`src/rtl/pipe_stage_reg_pkg.sv`:
```
`default_nettype none
// ============================================================================
// Module      : pipe_stage_reg_pkg
// Description : Shared constants and stage-action decode for the 5-stage CPU
//               pipeline registers.
// Revision    : 1.0 - initial release
// ============================================================================
package pipe_stage_reg_pkg;

    localparam logic       c_STOP          = 1'b1;
    localparam logic       c_NO_STOP       = 1'b0;
    localparam logic       c_RST_ENABLE    = 1'b1;
    localparam logic       c_WRITE_DISABLE = 1'b0;
    localparam logic [4:0] c_NOP_REG_ADDR  = 5'b00000;
    localparam logic [7:0] c_EXE_NOP_OP    = 8'b0000_0000;

    localparam int c_STG_IF  = 0;
    localparam int c_STG_ID  = 1;
    localparam int c_STG_EX  = 2;
    localparam int c_STG_MEM = 3;
    localparam int c_STG_WB  = 4;

    // Payload widths carried across each pipeline boundary
    localparam int c_IF_ID_W  = 32;
    localparam int c_ID_EX_W  = 64;
    localparam int c_EX_MEM_W = 16;
    localparam int c_MEM_WB_W = 24;

    typedef enum logic [1:0] {
        ACT_ADVANCE = 2'd0,
        ACT_BUBBLE  = 2'd1,
        ACT_HOLD    = 2'd2,
        ACT_FLUSH   = 2'd3
    } stage_action_t;

    function automatic stage_action_t decode_action(input logic flush,
                                                    input logic stop_here,
                                                    input logic stop_next);
        stage_action_t act;
        if (flush)
            act = ACT_FLUSH;
        else if (stop_here == c_STOP && stop_next == c_NO_STOP)
            act = ACT_BUBBLE;
        else if (stop_here == c_NO_STOP)
            act = ACT_ADVANCE;
        else
            act = ACT_HOLD;
        return act;
    endfunction

endpackage
`default_nettype wire

```
`src/rtl/pipe_stage_reg_sat_counter.sv`:
```
`default_nettype none
// ============================================================================
// Module      : sat_counter
// Description : Up-counter that sticks at its all-ones maximum; clr has
//               priority over inc.
// Revision    : 1.0 - initial release
// ============================================================================
module sat_counter #(
    parameter int W = 4
) (
    input  logic         clk,
    input  logic         rst,
    input  logic         clr,
    input  logic         inc,
    output logic [W-1:0] cnt
);

    localparam logic [W-1:0] c_MAX = {W{1'b1}};

    logic [W-1:0] r_cnt;

    always_ff @(posedge clk) begin
        if (rst)
            r_cnt <= '0;
        else if (clr)
            r_cnt <= '0;
        else if (inc && r_cnt != c_MAX)
            r_cnt <= r_cnt + W'(1);
    end

    assign cnt = r_cnt;

endmodule
`default_nettype wire

```
`src/rtl/pipe_stage_reg.sv`:
```
`default_nettype none
// ============================================================================
// Module      : pipe_stage_reg
// Description : Parametrised inter-stage pipeline register with valid bit,
//               flush, bubble insertion and saturating hold-length counter.
//               Define PIPE_STAGE_PERF_EN to build bubble/flush counters.
// Revision    : 1.0 - initial release
// ============================================================================
module pipe_stage_reg #(
    parameter int                DATA_W    = 16,
    parameter int                STALL_W   = 6,
    parameter int                STAGE     = 3,
    parameter logic [DATA_W-1:0] NOP_VALUE = '0,
    parameter int                HOLD_W    = 4
) (
    input  logic               clk,
    input  logic               rst,
    input  logic [STALL_W-1:0] stall,
    input  logic               flush,
    input  logic               in_valid,
    input  logic [DATA_W-1:0]  in_data,
    output logic               out_valid,
    output logic [DATA_W-1:0]  out_data,
    output logic [HOLD_W-1:0]  hold_len,
    output logic [15:0]        bubble_cnt,
    output logic [15:0]        flush_cnt
);

    import pipe_stage_reg_pkg::*;

    generate
        if (STAGE < 0 || STAGE > STALL_W - 2) begin : g_bad_stage
            $error("pipe_stage_reg: STAGE must lie in 0..STALL_W-2");
        end
    endgenerate

    stage_action_t     w_action;
    logic              r_valid;
    logic [DATA_W-1:0] r_data;

    // Only this stage's bit and the downstream neighbour's bit matter
    logic w_unused_stall;
    assign w_unused_stall = ^stall;

    assign w_action = decode_action(flush, stall[STAGE], stall[STAGE+1]);

    always_ff @(posedge clk) begin
        if (rst) begin
            r_valid <= 1'b0;
            r_data  <= NOP_VALUE;
        end else begin
            case (w_action)
                ACT_FLUSH, ACT_BUBBLE: begin
                    r_valid <= 1'b0;
                    r_data  <= NOP_VALUE;
                end
                ACT_ADVANCE: begin
                    r_valid <= in_valid;
                    r_data  <= in_data;
                end
                default: begin
                    r_valid <= r_valid;
                    r_data  <= r_data;
                end
            endcase
        end
    end

    assign out_valid = r_valid;
    assign out_data  = r_data;

    sat_counter #(.W(HOLD_W)) u_hold_cnt (
        .clk (clk),
        .rst (rst),
        .clr (w_action != ACT_HOLD),
        .inc (w_action == ACT_HOLD),
        .cnt (hold_len)
    );

`ifdef PIPE_STAGE_PERF_EN
    sat_counter #(.W(16)) u_bubble_cnt (
        .clk (clk),
        .rst (rst),
        .clr (1'b0),
        .inc (w_action == ACT_BUBBLE),
        .cnt (bubble_cnt)
    );

    sat_counter #(.W(16)) u_flush_cnt (
        .clk (clk),
        .rst (rst),
        .clr (1'b0),
        .inc (w_action == ACT_FLUSH),
        .cnt (flush_cnt)
    );
`else
    assign bubble_cnt = 16'h0000;
    assign flush_cnt  = 16'h0000;
`endif

endmodule
`default_nettype wire

```
`config.mk`:
```
export PLATFORM = sky130hd
export DESIGN_NAME = pipe_stage_reg
export DESIGN_NICKNAME = d
export VERILOG_FILES = /design/src/rtl/pipe_stage_reg_pkg.sv /design/src/rtl/pipe_stage_reg_sat_counter.sv /design/src/rtl/pipe_stage_reg.sv
export SDC_FILE = /design/constraint.sdc
export NUM_CORES = 1
export LEC_CHECK = 0
export CAP_MARGIN = 5
export CORE_MARGIN = 1.5
export CORE_UTILIZATION = 55
export CTS_BUF_LIST = sky130_fd_sc_hd__clkbuf_8
export DETAILED_ROUTE_END_ITERATION = 8
export DONT_BUFFER_PORTS = 1
export PLACE_DENSITY = 0.73
export SETUP_SLACK_MARGIN = 0.5
export SLEW_MARGIN = 20
export SYNTH_ARGS = -nofsm -noshare
export SYNTH_HDL_FRONTEND = slang
export SYNTH_SLANG_ARGS = --single-unit
```
`constraint.sdc`:
```
create_clock -name clk -period 1 [get_ports clk]
set_input_delay 0.2 -clock clk [delete_from_list [all_inputs] [get_ports clk]]
set_output_delay 0.2 -clock clk [all_outputs]
set_load 0.01 [all_outputs]
```
Word-level counts from Yosys, hierarchy flattened

Cells that the tools add are included.

Add/subtract/negate cells: 1
Equality and inequality tests: 5
Mux-type cells: 5
Bitwise operators: 1
Reduce and logical (&&, ||, !) cells: 6

Operators with widths:

| cell                                                             | count |
|---|---|
| 16-bit case mux with 2 select lines                              | 1 |
| 2-bit 2-to-1 mux                                                 | 3 |
| 4-bit by 1-bit adder with 4-bit output (second input constant)   | 1 |
| 2-bit == test (second input constant)                            | 2 |
| 4-bit != test (second input constant)                            | 1 |
| 2-bit OR reduction                                               | 2 |
| 2-bit by 1-bit == test with 1-bit output (second input constant) | 1 |
| 1-bit logical AND                                                | 2 |
| 2-bit logical NOT                                                | 1 |
| 2-bit != test (second input constant)                            | 1 |
| 1-bit case mux with 2 select lines                               | 1 |
| 2-bit nonzero test                                               | 1 |
| 1-bit NOT                                                        | 1 |

Register bits after elaboration: 21
Input port bits: 26
Output and inout bits: 53

Logic depth before layout (Yosys ltp)

Word-level depth: 7
Depth in mapped cells: 5
Mapped depth without buffers: 4

Cells and area by module

From an unflattened synthesis, not the netlist that was laid out.

Cells, all modules: 135
Area total of the unflattened synthesis: 1172.4 µm²

By module, submodules not included:

| module         | instances | cells an instance | area an instance (µm²) |
|---|---|---|---|
| pipe_stage_reg | 1         | 113               | 983.4 |
| sat_counter    | 1         | 22                | 188.9 |

Least setup slack after synthesis

OpenSTA, ideal clock, no wires.

Kind: flip-flop to flip-flop
From: reg u_hold_cnt.r_cnt[0] (netlist: u_hold_cnt.cnt[0])
To: reg u_hold_cnt.r_cnt[1] (netlist: u_hold_cnt.cnt[1])
Library setup time: 0.117 ns
Arrival time: 0.983 ns
Required time: 0.883 ns
Path slack: -0.101 ns
Cell stages (with the launch flop): 5
Buffers on the path: 0
Path through: dfxtp_1 ha_1 nand3_1 mux2i_1 nor2_1

Word-level cells in the longest chain between the ends: 2
Elaborated cells on any way between the ends: 3
Classes of those cells: add/sub (1); eq/ne (1); reduce/logical (1)

RTL lines:

| element                                                                        | RTL line                         | text |
|---|---|---|
| start, declared                                                                | pipe_stage_reg_sat_counter.sv:20 | `logic [W-1:0] r_cnt;` |
| start signal, assigned                                                         | pipe_stage_reg_sat_counter.sv:28 | `r_cnt <= r_cnt + W'(1);` |
| branches (longest 2 deep; another with 4-bit by 1-bit adder with 4-bit output) | -                                |  |

Parallel ways; which one is timed is not known.
A chain may end at the register's enable or synchronous reset.

Worst setup path in the final report

From: reg u_hold_cnt.r_cnt[1] (netlist: u_hold_cnt.cnt[1])
To: reg u_hold_cnt.r_cnt[1] (netlist: u_hold_cnt.cnt[1])

The elaborated chain is that of the path after synthesis.

==> flow_metrics.py <==
metrics = {
    "synth": {
        "ys_ff_latch": 21,
        "synth_area_per_cell_um2": 10.35,
        "synthCells": 92,
        "synth_area_um2": 952.2,
        "yosysUniqueCellTypes": 16,
        "yosys_warnings": 0,
        "yosysSeqAreaShare_pct": 44.15,
    },
    "timing": {
        "rsz0062_at_grt": "yes",
        "report.final.setup_viol": 0,
        "max_freq_mhz": 1049,
        "skew_ps": 0.2965,
        "holdWs_ps": 68.98,
        "final_hold_viol_count": 0,
        "min_period_over_period_pct": 95.33,
        "final-max-slew-violation-count": 0,
        "worst_slack_ps": 46.66,
        "period_minus_slack_ps": 953.3,
    },
    "setup_path": {
        "worstSetupEndpointType": "register",
        "worstRegToRegCells": 4,
        "reg2reg_slack_ps": 50,
        "path_class": "register to register",
        "critPathRequiredTime_ps": 1140,
        "r2r-start": "u_hold_cnt.cnt[1]$_SDFFE_PP0P_",
        "crit_path_max_fanout": 5,
        "cp.arrival_ps": 1090,
        "endpoint": "u_hold_cnt.cnt[1]$_SDFFE_PP0P_",
        "startpoint_type": "register",
        "r2r_end": "u_hold_cnt.cnt[1]$_SDFFE_PP0P_",
        "startpoint": "u_hold_cnt.cnt[1]$_SDFFE_PP0P_",
    },
    "clock_tree": {
        "cts_buffer_depth": 2,
        "insertion_delay_ps": 250,
        "clock_sinks": 21,
        "cts_tree": "built",
        "cts_inserted_buffers": 3,
        "cts_root_buf": "clkbuf_8",
        "clk_pin_slew_worst_paths_ps": 70,
        "h-tree-depth": 1,
        "post_cts_buffers": 0,
    },
    "placed_design": {
        "dp_hpwl_um": 1073,
        "dp.cells": 106,
        "gp_congestion": 0.5912,
        "port_buffers": 0,
        "placed_cell_area_um2": 918.4,
        "place_ws_ps": 25.47,
    },
    "final_layout": {
        "final_cells": 110,
        "fill_cells": 140,
        "antenna_cells": 0,
        "syn_to_final_growth_pct": 2.497,
        "fin_nets": 122,
        "drive_above_1_share_pct": 34.04,
        "final_area_um2": 975.9,
    },
    "die": {
        "die_w_um": 44.61,
        "ios": 79,
        "core.rowCount": 14,
        "start_util_pct": 61.08,
        "die_h_um": 44.61,
        "core_area_mm2": 0.001559,
        "die_area_mm2": 0.001990,
    },
    "power": {
        "leakage_nw": 0.4258,
        "power_density_mw_per_mm2": 1545,
        "ir_drop_mv": 0.9066,
        "p_total_mw": 1.508,
    },
    "detailed_routing": {
        "drt-total-wl_um": 1415,
        "antenna_left": 0,
        "wl_per_cell_um": 12.86,
        "dr.pass1.iters": 6,
        "via_per_inst": 5.055,
        "drtIter0Drc": 9,
        "vias": 556,
        "drc": 5,
    },
    "global_routing": {
        "grt_pass1_vias": 494,
        "grt_usage_pct": 14.08,
        "grt_first_pass_wirelength_um": 2056,
        "overflow": 0,
        "grt_max_degree": 18,
        "antenna_found_initial": 0,
    },
    "run_status": {
        "outcome": "finished, violations left",
        "violations": "design-rule violations",
    },
    "min_path": {
        "whs_path_depth": 1,
        "min_path_type": "input port to register",
    },
    "job": {
        "drv_cap": 0,
    },
}
[cells in the final DEF (no fill, tap or decap), drive strengths merged]
master,n
buf,2
ha,1
mux2i,1
and3,1
a31oi,1
nor3,3
nand3,3
nor3b,1
conb,32
a22o,17
dfxtp,21
nand2,1
clkinv,1
clkbuf,3
nor2,5
xnor2,1
[timing repair]
item	4_1_cts	5_1_grt
pin swaps	20	0
setup endpoints to repair	42	42
resized for setup	2	0
hold buffers	0	0
[critical path, cell delays in order (launching register included)]
cell,delay [ps]
dfxtp_4,370
ha_4,180
nand3_4,60
mux2i_1,180
nor2_1,50
[cell families after synthesis]
group	after synthesis	synth area share, %
buffers and inverters	35	28.38
DFF	21	44.15
AOI/OAI and AO/OA	18	16.29
and+or+nand+nor	14	7.490
adders and majority gates	1	1.314
other	1	0.3938
xor gates and xnor gates	1	0.9200
muxes	1	1.051
[final cells by class]
| cell class | count | area (µm²) | area share [%] |
|---|---|---|---|
| Clock inverter | 1 | 5.005 | 0.5128 |
| Sequential cell | 21 | 456.7 | 46.79 |
| Timing Repair Buffer | 2 | 31.28 | 3.205 |
| Clock buffer | 3 | 41.29 | 4.231 |
| Tap cell | 16 | 20.02 | 2.051 |
| Multi-Input combinational cell | 67 | 421.7 | 43.21 |
[synth_stat cells, drive strengths merged]
| cell | instances | share of area [%] |
|---|---|---|
| a31oi | 1 | 0.66 |
| ha | 1 | 1.3 |
| and3 | 1 | 0.66 |
| conb | 1 | 0.39 |
| dfxtp | 21 | 44 |
| mux2i | 1 | 1.1 |
| nand3 | 3 | 1.6 |
| nor3 | 3 | 2.1 |
| nor3b | 1 | 0.79 |
| xnor2 | 1 | 0.92 |
| buf | 35 | 28 |
| a22o | 17 | 16 |
| nor2 | 5 | 2.0 |
| nand2 | 1 | 0.39 |
[report_power, final]
group | internal, mW | switching (mW) | leakage (nW) | total (mW)
clock network | 0.276 | 0.248 | 0.0255 | 0.524
registers | 0.852 | 0.0244 | 0.182 | 0.876
logic | 0.0294 | 0.0776 | 0.219 | 0.107
[routing by layer]
layer | global-route usage, % | wire length (µm)
met1 | 15.15 | 561
met2 | 25.51 | 639
met3 | 4.082 | 214
met4 | 5.455 | 0
met5 | 0 | 0
[state kept, by name, indices dropped and copies added, names as in the netlist]
| register | count |
|---|---|
| out_data | 16 |
| u_hold_cnt.cnt | 4 |
| out_valid | 1 |
[how the worst min path moves through the flow]
stage | from | end | slack, ps
finish | in_data[0] | out_data[0]$_SDFFE_PP0P_ | 70
detailed placement | in_data[14] | out_data[14]$_SDFFE_PP0P_ | 330
CTS | in_data[14] | out_data[14]$_SDFFE_PP0P_ | 70
global placement | in_data[0] | out_data[0]$_SDFFE_PP0P_ | 330
floorplan | in_data[0] | out_data[0]$_SDFFE_PP0P_ | 330
global route | in_data[14] | out_data[14]$_SDFFE_PP0P_ | 50
[through the flow]
stage,TNS (ps),util [%]
6_report,0,62.60
5_1_grt,-22.16,62.60
4_1_cts,0,62.60
3_5_place_dp,0,58.91
3_3_place_gp,0,58.91
2_1_floorplan,0,-
Note: power is estimated with default switching activity, not from simulation.
